[src/rtl/line_tx_sched_if.sv]
// Line-buffer read bus plus the outbound valid/ready byte stream of the capture scheduler.
interface line_tx_sched_if;
    logic        lb_trig;
    logic        lb_busy;
    logic        lb_aquire;
    logic        lb_read_en;
    logic [7:0]  lb_data;
    logic [10:0] lb_row;
    logic        tx_valid;
    logic        tx_ready;
    logic [7:0]  tx_data;
    logic        tx_last;

    modport master (
        output lb_trig, lb_read_en, tx_valid, tx_data, tx_last,
        input  lb_busy, lb_aquire, lb_data, lb_row, tx_ready
    );

    modport slave (
        input  lb_trig, lb_read_en, tx_valid, tx_data, tx_last,
        output lb_busy, lb_aquire, lb_data, lb_row, tx_ready
    );
endinterface

[src/rtl/line_tx_sched.sv]
// Arms a line_buffer capture, drains it row by row and frames each row as a header+payload packet
// on a byte stream; a 4-entry skid FIFO with read credits absorbs sink backpressure.
module line_tx_sched #(
    parameter int ROW_BYTES  = 1280,
    parameter int FRAME_ROWS = 1440,
    parameter int TIMEOUT    = 1000000
) (
    input  logic            rclk,
    input  logic            rstn,
    input  logic            start,
    line_tx_sched_if.master bus,
    output logic            done,
    output logic            timeout,
    output logic            busy
);
    localparam int                WAIT_W     = (TIMEOUT > 2) ? $clog2(TIMEOUT) : 1;
    localparam logic [WAIT_W-1:0] WAIT_LIM   = WAIT_W'(TIMEOUT - 1);
    localparam logic [10:0]       ROW_LIM    = 11'(ROW_BYTES);
    localparam logic [10:0]       ROW_LAST   = 11'(ROW_BYTES - 1);
    localparam logic [10:0]       FRAME_LAST = 11'(FRAME_ROWS - 1);

    typedef enum logic [2:0] {IDLE, ARM, HDR, PAYLOAD, FINISH, ABORT} state_t;

    state_t            state, state_nxt;
    logic [7:0]        skid_mem [4];
    logic [1:0]        wr_ptr, rd_ptr;
    logic [2:0]        count;
    logic              vld_p1;
    logic [10:0]       issued, sent, rows, row_q;
    logic [1:0]        hdr_idx;
    logic [WAIT_W-1:0] wait_cnt;
    logic              trig_q, done_q, timeout_q;

    logic              read_en, tx_valid_c, tx_last_c, xfer, wait_hit;
    logic              skid_push, skid_pop, row_load;
    logic [7:0]        tx_data_c, hdr_byte;

    always_comb begin
        case (hdr_idx)
            2'd0:    hdr_byte = 8'hA5;
            2'd1:    hdr_byte = 8'h5A;
            2'd2:    hdr_byte = {5'b0, row_q[10:8]};
            default: hdr_byte = row_q[7:0];
        endcase
    end

    always_comb begin
        state_nxt  = state;
        read_en    = 1'b0;
        tx_valid_c = 1'b0;
        tx_data_c  = 8'h00;
        tx_last_c  = 1'b0;
        wait_hit   = (wait_cnt >= WAIT_LIM);
        case (state)
            IDLE: if (start) state_nxt = ARM;
            ARM: begin
                if (bus.lb_busy)   state_nxt = HDR;
                else if (wait_hit) state_nxt = ABORT;
            end
            HDR: begin
                tx_valid_c = 1'b1;
                tx_data_c  = hdr_byte;
                if (bus.tx_ready && hdr_idx == 2'd3) state_nxt = PAYLOAD;
            end
            PAYLOAD: begin
                // A read is only issued when the skid has room for it plus the byte still in flight.
                read_en    = bus.lb_aquire && (({1'b0, count} + {3'b0, vld_p1}) < 4'd4) &&
                             (issued < ROW_LIM);
                tx_valid_c = (count != 3'd0);
                tx_data_c  = tx_valid_c ? skid_mem[rd_ptr] : 8'h00;
                tx_last_c  = tx_valid_c && (sent == ROW_LAST);
                if (tx_valid_c && bus.tx_ready && tx_last_c)
                    state_nxt = (rows == FRAME_LAST) ? FINISH : HDR;
                else if (!bus.lb_aquire && wait_hit)
                    state_nxt = ABORT;
            end
            FINISH: begin
                if (!bus.lb_busy)  state_nxt = IDLE;
                else if (wait_hit) state_nxt = ABORT;
            end
            default: state_nxt = IDLE;
        endcase
    end

    assign xfer      = tx_valid_c && bus.tx_ready;
    assign skid_push = vld_p1 && (state != ABORT);
    assign skid_pop  = (state == PAYLOAD) && xfer;
    assign row_load  = (state_nxt == HDR) && (state != HDR);

    always_ff @(posedge rclk or negedge rstn) begin
        if (!rstn) begin
            state     <= IDLE;
            trig_q    <= 1'b0;
            done_q    <= 1'b0;
            timeout_q <= 1'b0;
            vld_p1    <= 1'b0;
            wr_ptr    <= 2'd0;
            rd_ptr    <= 2'd0;
            count     <= 3'd0;
            issued    <= 11'd0;
            sent      <= 11'd0;
            rows      <= 11'd0;
            hdr_idx   <= 2'd0;
            wait_cnt  <= '0;
        end else begin
            state     <= state_nxt;
            trig_q    <= (state == IDLE) && start;
            done_q    <= (state == FINISH) && !bus.lb_busy;
            timeout_q <= (state_nxt == ABORT);
            // Stage p1: read issued last cycle, its byte lands in the skid this cycle.
            vld_p1    <= read_en;
            if (state == ABORT) begin
                wr_ptr <= 2'd0;
                rd_ptr <= 2'd0;
                count  <= 3'd0;
            end else begin
                if (skid_push) wr_ptr <= wr_ptr + 2'd1;
                if (skid_pop)  rd_ptr <= rd_ptr + 2'd1;
                count <= count + {2'b0, skid_push} - {2'b0, skid_pop};
            end
            case (state)
                IDLE: begin
                    wait_cnt <= '0;
                    rows     <= 11'd0;
                    hdr_idx  <= 2'd0;
                end
                ARM: wait_cnt <= wait_cnt + WAIT_W'(1);
                HDR: begin
                    if (xfer) begin
                        hdr_idx <= hdr_idx + 2'd1;
                        if (hdr_idx == 2'd3) begin
                            issued   <= 11'd0;
                            sent     <= 11'd0;
                            wait_cnt <= '0;
                        end
                    end
                end
                PAYLOAD: begin
                    if (read_en) begin
                        issued   <= issued + 11'd1;
                        wait_cnt <= '0;
                    end else if (!bus.lb_aquire) begin
                        wait_cnt <= wait_cnt + WAIT_W'(1);
                    end
                    if (xfer && sent != ROW_LIM) sent <= sent + 11'd1;
                    if (xfer && tx_last_c) begin
                        rows     <= rows + 11'd1;
                        wait_cnt <= '0;
                    end
                end
                FINISH:  wait_cnt <= wait_cnt + WAIT_W'(1);
                default: ;
            endcase
        end
    end

    always_ff @(posedge rclk) begin
        if (skid_push) skid_mem[wr_ptr] <= bus.lb_data;
        if (row_load)  row_q <= bus.lb_row;
    end

    assign bus.lb_trig    = trig_q;
    assign bus.lb_read_en = read_en;
    assign bus.tx_valid   = tx_valid_c;
    assign bus.tx_data    = tx_data_c;
    assign bus.tx_last    = tx_last_c;
    assign done           = done_q;
    assign timeout        = timeout_q;
    assign busy           = (state != IDLE);
endmodule
[src/flat_wrapper.sv]
// flat-port wrapper written by rule: the top's interface ports become plain ports
module line_tx_sched_flat 
#(
    parameter int ROW_BYTES  = 1280,
    parameter int FRAME_ROWS = 1440,
    parameter int TIMEOUT    = 1000000
)
  (rclk, rstn, start, done, timeout, busy, bus_lb_trig, bus_lb_read_en, bus_tx_valid, bus_tx_data, bus_tx_last, bus_lb_busy, bus_lb_aquire, bus_lb_data, bus_lb_row, bus_tx_ready);
  line_tx_sched_if bus_i ();
  input  logic rclk;
  input  logic rstn;
  input  logic start;
  output logic done;
  output logic timeout;
  output logic busy;
  output wire logic [$bits(bus_i.lb_trig)-1:0] bus_lb_trig;
  output wire logic [$bits(bus_i.lb_read_en)-1:0] bus_lb_read_en;
  output wire logic [$bits(bus_i.tx_valid)-1:0] bus_tx_valid;
  output wire logic [$bits(bus_i.tx_data)-1:0] bus_tx_data;
  output wire logic [$bits(bus_i.tx_last)-1:0] bus_tx_last;
  input wire logic [$bits(bus_i.lb_busy)-1:0] bus_lb_busy;
  input wire logic [$bits(bus_i.lb_aquire)-1:0] bus_lb_aquire;
  input wire logic [$bits(bus_i.lb_data)-1:0] bus_lb_data;
  input wire logic [$bits(bus_i.lb_row)-1:0] bus_lb_row;
  input wire logic [$bits(bus_i.tx_ready)-1:0] bus_tx_ready;
  assign bus_lb_trig = bus_i.lb_trig;
  assign bus_lb_read_en = bus_i.lb_read_en;
  assign bus_tx_valid = bus_i.tx_valid;
  assign bus_tx_data = bus_i.tx_data;
  assign bus_tx_last = bus_i.tx_last;
  assign bus_i.lb_busy = bus_lb_busy;
  assign bus_i.lb_aquire = bus_lb_aquire;
  assign bus_i.lb_data = bus_lb_data;
  assign bus_i.lb_row = bus_lb_row;
  assign bus_i.tx_ready = bus_tx_ready;
  line_tx_sched #(.ROW_BYTES(ROW_BYTES), .FRAME_ROWS(FRAME_ROWS), .TIMEOUT(TIMEOUT)) u_core (.rclk(rclk), .rstn(rstn), .start(start), .bus(bus_i), .done(done), .timeout(timeout), .busy(busy));
endmodule
[config.mk]
export PLATFORM = sky130hd
export DESIGN_NAME = line_tx_sched_flat
export DESIGN_NICKNAME = d
export VERILOG_FILES = /design/src/rtl/line_tx_sched_if.sv /design/src/rtl/line_tx_sched.sv /design/src/flat_wrapper.sv
export SDC_FILE = /design/constraint.sdc
export NUM_CORES = 1
export LEC_CHECK = 0
export ABC_CLOCK_PERIOD_IN_PS = 2700
export CORE_ASPECT_RATIO = 0.8
export CORE_MARGIN = 2
export CORE_UTILIZATION = 53
export DETAILED_ROUTE_END_ITERATION = 10
export PLACE_DENSITY_LB_ADDON = 0.1
export SKIP_LAST_GASP = 1
export SLEW_MARGIN = 5
export SYNTH_ARGS = -nofsm -noshare
export SYNTH_HDL_FRONTEND = slang
export SYNTH_SLANG_ARGS = --single-unit
[constraint.sdc]
create_clock -name rclk -period 2.7 [get_ports rclk]
set_input_delay 0.27 -clock rclk [delete_from_list [all_inputs] [get_ports rclk]]
set_output_delay 0.27 -clock rclk [all_outputs]
set_load 0.01 [all_outputs]
Word level (Yosys, flattened, before mapping) --
Memory sizes are Yosys's and may differ from the RTL's. Index checks and enable logic that the tools add are counted.
Operators by class: $add $sub $neg 10, magnitude comparators 3, equality and inequality tests 21, multiplexer cells 38, reductions and logical operators 33
Operators with widths (count):
- $mux W20 | 5
- $pmux W20 S4 | 1
- $pmux W11 S2 | 3
- $mux W11 | 5
- $add A11 B1 Y11 const B | 3
- $mux W3 | 9
- $pmux W8 S3 | 1
- $eq A11 B11 Y1 const B | 2
- $add A20 B1 Y20 const B | 1
- $ge A20 B20 Y1 const B | 1
- $pmux W8 S2 | 1
- $logic_and A1 B1 Y1 | 15
- $pmux W3 S5 | 1
- $reduce_and A4 Y1 | 3
- $lt A11 B11 Y1 const B | 1
- $ne A11 B11 Y1 const B | 1
- $mux W2 | 5
- $reduce_bool A2 Y1 | 5
- $eq A3 B2 Y1 const B | 3
- $eq A3 B3 Y1 const B | 3
- $mux W8 | 1
- $add A2 B1 Y2 const B | 3
- $ne A2 B1 Y1 const B | 3
- $reduce_bool A3 Y1 | 2
- 20 further kinds | 27
Storage, ports and cells: register bits after elaboration 80, RAM bits 32, input port bits 25, output and inout port bits 15, memories 1
Memories:
- u_core.skid_mem | words 4, width 8, read ports 1, clocked after memory_dff 0, wr ports 1, line line_tx_sched.sv:25 | logic [7:0] skid_mem [4];

Longest topological paths before layout --
Gate-level depths: netlist of run 1.
depth after elaboration 8, gate-level depth with buffers 10, mapped depth without buffers 9

Worst setup path after synthesis of run 1 --
Ideal clock, no wire load.
path type flip-flop to flip-flop, start point register u_core.sent[0], end point register u_core.row_q[0] (enable), data arrival time 2.351 ns, required time 2.303 ns, setup slack -0.047 ns, stages on the path, launching flop included 7, path buffers 0, cell sequence dfrtp_1 > ha_1 > and4bb_2 > nand4_2 > nor2_1 > o311ai_0 > a211oi_1
Between the ends: word-level cells in the longest chain between the ends 7
Ends and longest elaborated chain:
- start, declared | line line_tx_sched.sv:29 | logic [10:0] issued, sent, rows, row_q;
- start signal, assigned | line line_tx_sched.sv:145 | if (xfer && sent != ROW_LIM) sent <= sent + 11'd1;
- $eq A11 B11 Y1 | line line_tx_sched.sv:71 | tx_last_c = tx_valid_c && (sent == ROW_LAST);
- $logic_and A1 B1 Y1 | line line_tx_sched.sv:71
- $logic_and A1 B1 Y1 | line line_tx_sched.sv:72 | if (tx_valid_c && bus.tx_ready && tx_last_c)
- $mux W3 | line line_tx_sched.sv:72
- $pmux W3 S5 | line line_tx_sched.sv:54 | case (state)
- $eq A3 B2 Y1 | line line_tx_sched.sv:88 | assign row_load = (state_nxt == HDR) && (state != HDR);
- $logic_and A1 B1 Y1 | line line_tx_sched.sv:88
- named net u_core.row_load | line line_tx_sched.sv:35 | logic skid_push, skid_pop, row_load;
- end signal, assigned | line line_tx_sched.sv:159 | if (row_load) row_q <= bus.lb_row;
- end, declared | line line_tx_sched.sv:29
The timed path passes the listed nets, and every way through them passes these cells. A chain may end at the register's enable or synchronous reset.

Final worst setup path of run 1 --
start point register u_core.state[2], end point output port bus_tx_last
Between the ends: word-level cells in the longest chain between the ends 2
Ends and longest elaborated chain:
- start, declared | line line_tx_sched.sv:24 | state_t state, state_nxt;
- start signal, assigned | line line_tx_sched.sv:106 | state <= state_nxt;
- $eq A3 B2 Y1 | line line_tx_sched.sv:54
- $mux W1 | line line_tx_sched.sv:54
- end, declared | line flat_wrapper.sv:20 | output wire logic [$bits(bus_i.tx_last)-1:0] bus_tx_last;
No other way between the ends.

==> impl_metrics.tcl, run 1 <==
set metrics [dict create \
    cts_tree "built" \
    busiest_layer "met2" \
    rows 33 \
    fin_area_mm2 0.00664 \
    grt_pass1_wl_um 19700 \
    clock_sinks 112 \
    max_cap_violations 0 \
    postPlaceCellArea_mm2 0.00631 \
    final_cells 721 \
    cts-htree-levels 3 \
    dieArea_mm2 0.0114 \
    rsz0062_at_grt "true" \
    synth_area_mm2 0.00562 \
    crit_start "u_core.state[2]$_DFF_PN0_" \
    cp_num_buf_inv 1 \
    period_share_pct 94.8 \
    synth_top_area_share_pct 30.7 \
    placed_cells 704 \
    overflow 0 \
    drcViolationCount 0 \
    start_util_pct 54.6 \
    regArea_mm2 0.00302 \
    ir_worst_vdd_uv 489 \
    cpLargestDelayFamily "simple AND/OR/NAND/NOR gates" \
    insertedDiodeCount 0 \
    synth_nets 558 \
    cp-endpoint "bus_tx_last" \
    drt-initial-drc-count 249 \
    worst_slew_pin_slew_ns 0.876 \
    min_period_ns 2.56 \
    end_kind "primary output" \
    timing.rr.start "u_core.count[0]$_DFF_PN0_" \
    ys_ff_latch 112 \
    reg2reg_slack_ns 0.18 \
    dieHeight_um 96.1 \
    dr.pass1.iters 5 \
    slew_violations 0 \
    io_pins 40 \
    min_path_type "primary input to asynchronous set/reset pin" \
    yosysWarnings 0 \
    rr_endpoint "u_core.count[2]$_DFF_PN0_" \
    clockRootBuffer "clkbuf_16" \
    status "finished, final reports clean" \
    reg2regPathDepth 9 \
    ys_seq_area_share_pct 53.7 \
    fin_ws_ns 0.140 \
    drive_above_1_share_pct 11.9 \
    wirelength_um 12100 \
    arrival_ns 2.29 \
    required_ns 2.43 \
    drt-wirelength-per-cell_um 16.8 \
    place_ws_ns -0.0563 \
    vias 4098 \
    async_reset_ff_share_pct 61.6 \
    antenna_found_initial 0 \
    grtUsageMet3_pct 5.04 \
    grt_usage_pct 22.2 \
    synth_ff_type "dfrtp_1" \
    numCtsBuffers 9 \
    fill_cells 791 \
    crit_fanout 14 \
    crit_type "register to primary output" \
    power.total_mw 5.74 \
    syn2layout_area_growth_pct 18.2 \
    maxSlewHeadroom_pct 41.6 \
    multi_input_area_mm2 0.00243 \
    netlist_instances 516 \
    syn_area_per_cell_um2 10.9 \
    setup_violations 0 \
    insertion_delay_ns 0.35 \
    clock_path_buffers 2 \
    grtUsageMet1_pct 31.8 \
    die_w_um 119 \
    skew_ns 0.00680 \
    dp_hpwl_um 8560 \
    startpoint_type "register" \
    layout.nets 618 \
    vias_per_cell 5.68 \
    clkSlewWorstSetupHoldPaths_ns 0.08 \
    synth_edf_count 43 \
    portBuffers 39 \
    crit_chain "and3b_1, nand2b_2, nor3b_1, clkdlybuf4s50_1" \
    core_area_mm2 0.0103 \
    grt_pass1_vias 3973 \
    worstSetupPathDepth 4 \
    ys_top_cells_by_area "dfrtp_1, edfxtp_1, nor2_1" \
    power_density_mw_per_mm2 864 \
    yosys.area.top_type "dfrtp_1" \
    power_leakage_nw 2.69 \
    critPathSlowestCell "clkdlybuf4s50_1" \
    grt_start_max_net_pins 70 \
    maxClockFrequency_mhz 391 \
    hold_viol_final 0 \
    yosys.cell_types.count 61 \
    ant_nets 0 \
    place.gp.congestion 0.871 \
    slowest_delay_ns 0.58 \
    grtUsageMet2_pct 34.7 \
]
## layout by cell type (no fill, tap or decap), types with 4 or more instances in the layout
| cell type | count |
|---|---|
| o2111ai_1 | 6 |
| edfxtp_1 | 43 |
| clkbuf_16 | 9 |
| inv_1 | 25 |
| and3_1 | 9 |
| buf_4 | 30 |
| nor2_1 | 65 |
| and2_1 | 7 |
| dfrtp_1 | 69 |
| a22o_1 | 4 |
| inv_6 | 4 |
| a21oi_1 | 15 |
| o21ai_0 | 11 |
| o21a_1 | 8 |
| mux4_2 | 8 |
| nor2b_1 | 4 |
| nand2_1 | 27 |
| nand2b_1 | 4 |
| o22ai_1 | 10 |
| nand3_1 | 28 |
| xnor2_1 | 20 |
| ha_1 | 16 |
| xor2_1 | 20 |
| nor3_1 | 17 |
| clkdlybuf4s50_1 | 38 |
| nor4_1 | 10 |
| nand4_1 | 10 |
## area by class of cell
| cell class | count | share of cell area, % |
|---|---|---|
| Clock buffer | 9 | 3.39 |
| Timing Repair Buffer | 70 | 9.50 |
| Clock inverter | 7 | 1.02 |
| Tap cell | 140 | 2.64 |
| Sequential cell | 112 | 45.5 |
| Inverter | 25 | 1.41 |
| Multi-Input combinational cell | 358 | 36.6 |
## report_power, final
part | total [mW] | internal (mW) | switching, mW
Combinational | 2.20 | 0.959 | 1.24
Sequential | 2.23 | 2.04 | 0.188
Clock | 1.31 | 0.653 | 0.656
Total | 5.74 | 3.65 | 2.09
## layer usage
| layer | part of all wire [%] | wire length [µm] | vias to the layer above |
|---|---|---|---|
| li1 | - | - | 1992 |
| met5 | 0 | 0 | - |
| met3 | 4.0 | 486 | 15 |
| met1 | 50 | 6050 | 2015 |
| met2 | 45 | 5420 | 76 |
| met4 | 1.2 | 148 | 0 |
## worst min-delay path by stage
stage                                          to
floorplan            u_core.bus.lb_trig$_DFF_PN0_
global placement    u_core.issued[10]$_DFFE_PN0P_
detailed placement  u_core.issued[10]$_DFFE_PN0P_
CTS                    u_core.sent[2]$_DFFE_PN0P_
global route          u_core.sent[10]$_DFFE_PN0P_
finish              u_core.hdr_idx[1]$_DFFE_PN0P_
## worst reg2reg max path: stages, from the launching register on
cell and delay, ns:
dfrtp_1 0.42, nor3_1 0.39, a21oi_1 0.16, and3_1 0.27
ha_1 0.30, inv_1 0.04, ha_1 0.21, fa_1 0.41
xor2_1 0.16, nor2_1 0.05
## sequential cells by signal (all words and copies together), names as in the netlist
name                flops
u_core.count            3
u_core.sent            11
u_core.skid_mem        32
u_core.bus.lb_trig      1
u_core.hdr_idx          2
u_core.state            3
u_core.rd_ptr           2
u_core.done             1
u_core.row_q           11
u_core.vld_p1           1
u_core.wr_ptr           2
u_core.issued          11
u_core.rows            11
u_core.timeout          1
u_core.wait_cnt        20
## logic make-up after synthesis
logic type / after synthesis / synth area share, %
muxes: 11 / 3.74
and+or+nand+nor: 207 / 18.7
xor gates and xnor gates: 40 / 6.24
AOI/OAI and AO/OA: 83 / 10.3
buffers and inverters: 46 / 3.34
adders and majority gates: 17 / 3.92
DFF: 112 / 53.7
## through the flow
step	TNS, ns	hold WS [ns]	utilization [%]
after global routing	-0.254	0.214	64.6
after detailed placement	-0.615	0.499	61.4
after floorplan	0	-0.0256	-
final	0	0.109	64.6
after global placement	-0.127	0.475	61.4
after CTS	0	0.153	64.3
## synthesized netlist by cell type (4+ instances only)
cell	number
o21a_1	8
nor2b_1	4
nand2_1	27
nor2_1	66
o21ai_0	11
xnor2_1	20
clkbuf_1	11
inv_1	25
mux4_2	8
buf_2	5
o2111ai_1	6
xor2_1	20
and2_1	7
o22ai_1	10
nor3_1	17
ha_1	16
dfrtp_1	69
nand3_1	28
nand4_1	10
a21oi_1	15
edfxtp_1	43
a22o_1	4
nor4_1	10
and3_1	9
nand2b_1	5
## what timing repair did
action                                  in CTS  in global routing
buffers inserted                             0                  1
resized for setup                            1                  2
endpoints found under the setup margin      11                 21
hold buffers                                 0                  0
gates cloned                                 0                  0
endpoints found under the hold margin        0                  0
pin swaps                                    1                  1
Note: power is estimated with default switching activity, not from simulation.
==> run 2, diff against run 1 <==
--- a/config.mk
+++ b/config.mk
@@ -9,7 +9,9 @@
 export CORE_ASPECT_RATIO = 0.8
 export CORE_MARGIN = 2
 export CORE_UTILIZATION = 53
+export CTS_CLUSTER_SIZE = 40
 export DETAILED_ROUTE_END_ITERATION = 10
+export GPL_TIMING_DRIVEN = 0
 export PLACE_DENSITY_LB_ADDON = 0.1
 export SKIP_LAST_GASP = 1
 export SLEW_MARGIN = 5
==> run 2 against run 1 <==
- highest routed layer unchanged
- final cell count shrank 1.4%
- wire length shrank 1.4%
- non-clock buffer count shrank 10
- first-iteration DRC count grew 82%
- sequential power is essentially flat
- die area is the same
- flip-flop and latch count is the same
==> impl_metrics.tcl, run 2 (synthesis gave the netlist of run 1 again) <==
set metrics [dict create \
    largest_reg_flops 32 \
    ir_worst_vdd_uv 450 \
    power_leakage_nw 2.64 \
    dp_hpwl_um 8690 \
    slew_violations 0 \
    clockRootBuffer "clkbuf_16" \
    dieHeight_um 96.1 \
    period_share_pct 95.9 \
    setup_tns_ns 0 \
    hold_viol_final 0 \
    max_cap_violations 0 \
    power_density_mw_per_mm2 862 \
    drt-wirelength-per-cell_um 16.8 \
    drive_above_1_share_pct 9.46 \
    maxSlewHeadroom_pct 54.9 \
    wirelength_um 11900 \
    regArea_mm2 0.00302 \
    reg2regPathDepth 9 \
    cp_num_buf_inv 3 \
    portBuffers 38 \
    grt_pass1_wl_um 20000 \
    drt-initial-drc-count 453 \
    fill_cells 809 \
    final_cell_mix "dfrtp_1, nor2_1, edfxtp_1" \
    setup_violations 0 \
    clock_sinks 112 \
    critPathSlowestCell "clkdlybuf4s50_1" \
    mostFrequentLayoutCell "dfrtp_1" \
    finalCoreUtilization_pct 63.8 \
    clkSlewWorstSetupHoldPaths_ns 0.07 \
    overflow 0 \
    end_kind "primary output" \
    worst_slew_pin_slew_ns 0.671 \
    cpLargestDelayFamily "buffers and inverters" \
    multi_input_area_mm2 0.00244 \
    dieArea_mm2 0.0114 \
    numCtsBuffers 9 \
    grt_usage_pct 22.6 \
    slowest_delay_ns 0.56 \
    dr.pass1.iters 5 \
    min_to "u_core.hdr_idx[1]$_DFFE_PN0P_" \
    start_util_pct 54.6 \
    clock_path_buffers 2 \
    insertedDiodeCount 0 \
    hold_start "bus_tx_ready" \
    maxClockFrequency_mhz 386 \
    cts-htree-levels 3 \
    cts_tree "built" \
    core_area_mm2 0.0103 \
    insertion_delay_ns 0.35 \
    vias 4123 \
    layout.nets 608 \
    top_register "u_core.skid_mem" \
    grt_start_max_net_pins 57 \
    syn2layout_area_growth_pct 16.9 \
    top_regs "u_core.skid_mem x32, u_core.wait_cnt x20" \
    hold-path-cell-count 3 \
    rsz0062_at_grt "false" \
    skew_ns 0.0100 \
    grt_pass1_vias 3988 \
    arrival_ns 2.32 \
    ant_nets 0 \
    required_ns 2.43 \
    worstSetupPathDepth 6 \
    reg2reg_slack_ns 0.18 \
    antenna_found_initial 0 \
    min_path_type "primary input to register" \
    min_period_ns 2.59 \
    crit_type "register to primary output" \
    place.gp.congestion 0.855 \
    status "finished, final reports clean" \
    die_w_um 119 \
    startpoint_type "register" \
    timing.rr.start "u_core.count[0]$_DFF_PN0_" \
    crit_chain "clkbuf_2, and3b_2, nand2b_1, clkbuf_4, o22ai_1, clkdlybuf4s50_1" \
    crit_fanout 10 \
    drcViolationCount 0 \
    rows 33 \
    io_pins 40 \
    rr_endpoint "u_core.count[2]$_DFF_PN0_" \
    vias_per_cell 5.80 \
]
run 2: worst max path at each step:
| stage | start | to | slack [ns] |
|---|---|---|---|
| 2_1_floorplan | u_core.sent[0]$_DFFE_PN0P_ | u_core.row_q[0]$_DFFE_PP_ | 0.30 |
| 3_3_place_gp | rstn | u_core.wait_cnt[2]$_DFFE_PN0P_ | -1.04 |
| 3_5_place_dp | u_core.sent[1]$_DFFE_PN0P_ | u_core.row_q[6]$_DFFE_PP_ | -0.29 |
| 4_1_cts | u_core.state[1]$_DFF_PN0_ | bus_tx_last | 0.001 |
| 5_1_grt | u_core.hdr_idx[0]$_DFFE_PN0P_ | u_core.sent[5]$_DFFE_PN0P_ | 0.006 |
| 6_report | u_core.state[1]$_DFF_PN0_ | bus_tx_data[0] | 0.11 |
run 2: final cells by class:
| class | count | share of cell area, % |
|---|---|---|
| buffer | 19 | 1.41 |
| clock buffer | 12 | 4.08 |
| clock inverter | 4 | 0.515 |
| inverter | 25 | 1.43 |
| multi-input combinational | 358 | 37.2 |
| sequential | 112 | 46.0 |
| tap | 140 | 2.67 |
| timing repair buffer | 41 | 6.71 |
run 2: routing by layer:
layer	vias to the layer above	part of all wire (%)	GRT usage [%]	wire length [µm]
met5	-	0	0	0
met4	0	1.2	5.56	139
met3	12	4.3	4.32	518
met2	85	46	35.0	5450
met1	2055	49	33.2	5840
li1	1971	-	-	-
run 2: worst register-to-register path: cells and delay by family, from the launching register on:
family          cells  cell delay, ns
fa+ha+maj           3            0.89
flops               1            0.42
compound gates      1            0.23
simple gates        3            0.65
xor+xnor            1            0.17
buf+inv             1            0.04
run 2: per-stage QoR:
stage | area, µm² | setup slack [ns] | power (mW) | cells | hold WS [ns]
floorplan | 5620 | 0.295 | 3.54 | 516 | -0.0256
global placement | 6180 | -1.04 | 4.19 | 694 | 0.475
detailed placement | 6200 | -0.290 | 4.26 | 695 | 0.143
CTS | 6550 | 0.00125 | 5.67 | 712 | 0.273
global route | 6560 | 0.00554 | 6.01 | 711 | 0.282
finish | 6560 | 0.112 | 5.65 | 711 | 0.268
run 2: repair_timing:
action / CTS / global route
hold buffers: 1 / 0
pin swaps: 1 / 0
resized for setup: 4 / 12
hold endpoints to repair: 13 / 0
gates cloned: 0 / 0
endpoints found under the setup margin: 21 / 30
buffers inserted: 1 / 0
run 2: where the power goes:
group	internal [mW]	total (mW)	switching (mW)
sequential	2.04	2.25	0.212
combinational	0.856	2.08	1.22
clock	0.717	1.32	0.608
==> run 3, diff against run 2 <==
--- a/config.mk
+++ b/config.mk
@@ -8,7 +8,7 @@
 export ABC_CLOCK_PERIOD_IN_PS = 2700
 export CORE_ASPECT_RATIO = 0.8
 export CORE_MARGIN = 2
-export CORE_UTILIZATION = 53
+export CORE_UTILIZATION = 34
 export CTS_CLUSTER_SIZE = 40
 export DETAILED_ROUTE_END_ITERATION = 10
 export GPL_TIMING_DRIVEN = 0
==> run 3 against run 2 <==
- fmax is 0.58% lower
- non-clock buffer count shrank 1
- sequential share of layout area is 0.94 points lower
- clock power rose by 7%
- largest cell class unchanged
- largest power group unchanged
==> impl_metrics.tcl, run 3 (synthesis gave the netlist of run 1 again) <==
set metrics [dict create \
    dr.pass1.iters 4 \
    min_to "u_core.hdr_idx[1]$_DFFE_PN0P_" \
    skew_ns 0.00984 \
    place.gp.congestion 0.846 \
    hold_start "bus_tx_ready" \
    fin_area_mm2 0.00670 \
    final_cells 790 \
    core_area_mm2 0.0163 \
    postPlaceCellArea_mm2 0.00629 \
    dieArea_mm2 0.0176 \
    multi_input_area_mm2 0.00247 \
    io_pins 40 \
    rows 42 \
    dieHeight_um 119 \
    drt-initial-drc-count 212 \
    reg2regPathDepth 7 \
    ir_worst_vdd_uv 346 \
    worst_slew_pin_slew_ns 0.785 \
    clock_sinks 112 \
    arrival_ns 2.74 \
    place_ws_ns -0.394 \
    clockRootBuffer "clkbuf_16" \
    grtUsageMet2_pct 22.5 \
    vias_per_cell 5.15 \
    power.total_mw 5.80 \
    grt_pass1_wl_um 21700 \
    crit_type "register to register" \
    slew_violations 0 \
    insertion_delay_ns 0.36 \
    hold-path-cell-count 3 \
    min_period_ns 2.60 \
    mostFrequentLayoutCell "dfrtp_1" \
    drcViolationCount 0 \
    timing.rr.start "u_core.wait_cnt[0]$_DFFE_PN0P_" \
    die_w_um 148 \
    grt_usage_pct 15.9 \
    hold_viol_final 0 \
    start_util_pct 34.4 \
    vias 4066 \
    drt-wirelength-per-cell_um 16.4 \
    wirelength_um 13000 \
    antenna_found_initial 0 \
    cts_tree "built" \
    syn2layout_area_growth_pct 19.3 \
    rr_endpoint "u_core.row_q[8]$_DFFE_PP_" \
    reg2reg_slack_ns 0.1 \
    top_register "u_core.skid_mem" \
    portBuffers 38 \
    clkSlewWorstSetupHoldPaths_ns 0.08 \
    largest_reg_flops 32 \
    numCtsBuffers 9 \
    ant_nets 0 \
    cts-htree-levels 3 \
    max_cap_violations 0 \
    period_share_pct 96.4 \
    end_kind "register" \
    final_cell_mix "dfrtp_1, nor2_1, edfxtp_1" \
    fin_ws_ns 0.0968 \
    clock_path_buffers 2 \
    maxSlewHeadroom_pct 47.0 \
    crit_fanout 11 \
    power_leakage_nw 2.64 \
    placed_cells 775 \
    finalCoreUtilization_pct 41.0 \
    dp_hpwl_um 9330 \
    maxClockFrequency_mhz 384 \
    grtUsageMet3_pct 3.75 \
    min_path_type "primary input to register" \
    status "finished, final reports clean" \
    grt_pass1_vias 4061 \
    busiest_layer "met1" \
    layout.nets 607 \
    power_density_mw_per_mm2 866 \
    regArea_mm2 0.00302 \
    setup_violations 0 \
    grt_start_max_net_pins 41 \
    overflow 0 \
    startpoint_type "register" \
    required_ns 2.83 \
    fill_cells 1576 \
    top_regs "u_core.skid_mem x32, u_core.wait_cnt x20" \
    rsz0062_at_grt "true" \
    grtUsageMet1_pct 24.1 \
    drive_above_1_share_pct 10.5 \
    insertedDiodeCount 0 \
]
[run 3: cell types whose count changed in the layout (fill, tap and decap cells not counted), moves of 2 or more]
| cell | previous run | this run |
|---|---|---|
| a21oi_1 | 15 | 13 |
| a21oi_2 | 0 | 2 |
| clkbuf_1 | 8 | 6 |
| clkinv_8 | 0 | 3 |
| inv_6 | 2 | 0 |
| inv_8 | 0 | 3 |
[run 3: through the flow]
step           hold WS (ns)  TNS [ns]
2_1_floorplan       -0.0256         0
3_3_place_gp          0.474    -83.58
3_5_place_dp          0.233     -4.41
4_1_cts               0.237         0
5_1_grt               0.253    -0.484
6_report              0.248         0
[run 3: worst max-delay path, stage by stage (launching register included)]
cell and delay [ns]:
dfrtp_1 0.45, ha_1 0.29, a41oi_1 0.16, o2111ai_1 0.32, nand2_1 0.14, o311ai_0 0.68
a211oi_4 0.14, buf_12 0.19
[run 3: worst max path at each step]
| stage | startpoint | to | slack (ns) |
|---|---|---|---|
| global placement | rstn | u_core.wait_cnt[4]$_DFFE_PN0P_ | -1.16 |
| global route | u_core.sent[0]$_DFFE_PN0P_ | u_core.row_q[8]$_DFFE_PP_ | -0.05 |
| detailed placement | u_core.sent[1]$_DFFE_PN0P_ | u_core.row_q[9]$_DFFE_PP_ | -0.39 |
| finish | u_core.wait_cnt[0]$_DFFE_PN0P_ | u_core.row_q[8]$_DFFE_PP_ | 0.1 |
| floorplan | u_core.sent[0]$_DFFE_PN0P_ | u_core.row_q[0]$_DFFE_PP_ | 0.30 |
| CTS | u_core.state[0]$_DFF_PN0_ | bus_tx_data[6] | 0.03 |
[run 3: metal layers]
layer	part of all wire, %	routed length [µm]
met1	53	6920
met2	41	5380
met3	3.9	500
met4	1.4	185
met5	0	0
[run 3: area by class of cell]
class,instances,share of cell area (%)
Tap cell,220,4.11
Inverter,25,1.40
Buffer,18,1.33
Clock inverter,7,1.48
Sequential cell,112,45.1
Multi-Input combinational cell,358,36.8
Timing Repair Buffer,41,6.42
Clock buffer,9,3.36
[run 3: power by group]
group | leakage (nW) | switching [mW] | internal, mW | total, mW
Clock | 0.157 | 0.727 | 0.683 | 1.41
Combinational | 1.15 | 1.25 | 0.868 | 2.12
Sequential | 1.33 | 0.233 | 2.04 | 2.27
Total | 2.64 | 2.21 | 3.59 | 5.80
[run 3: repair_timing]
action | 4_1_cts | 5_1_grt
pin swaps | 1 | 1
endpoints found under the hold margin | 29 | 0
buffers inserted | 1 | 0
hold buffers | 1 | 0
endpoints found under the setup margin | 28 | 37
gates resized for setup | 8 | 12
cloned | 0 | 0
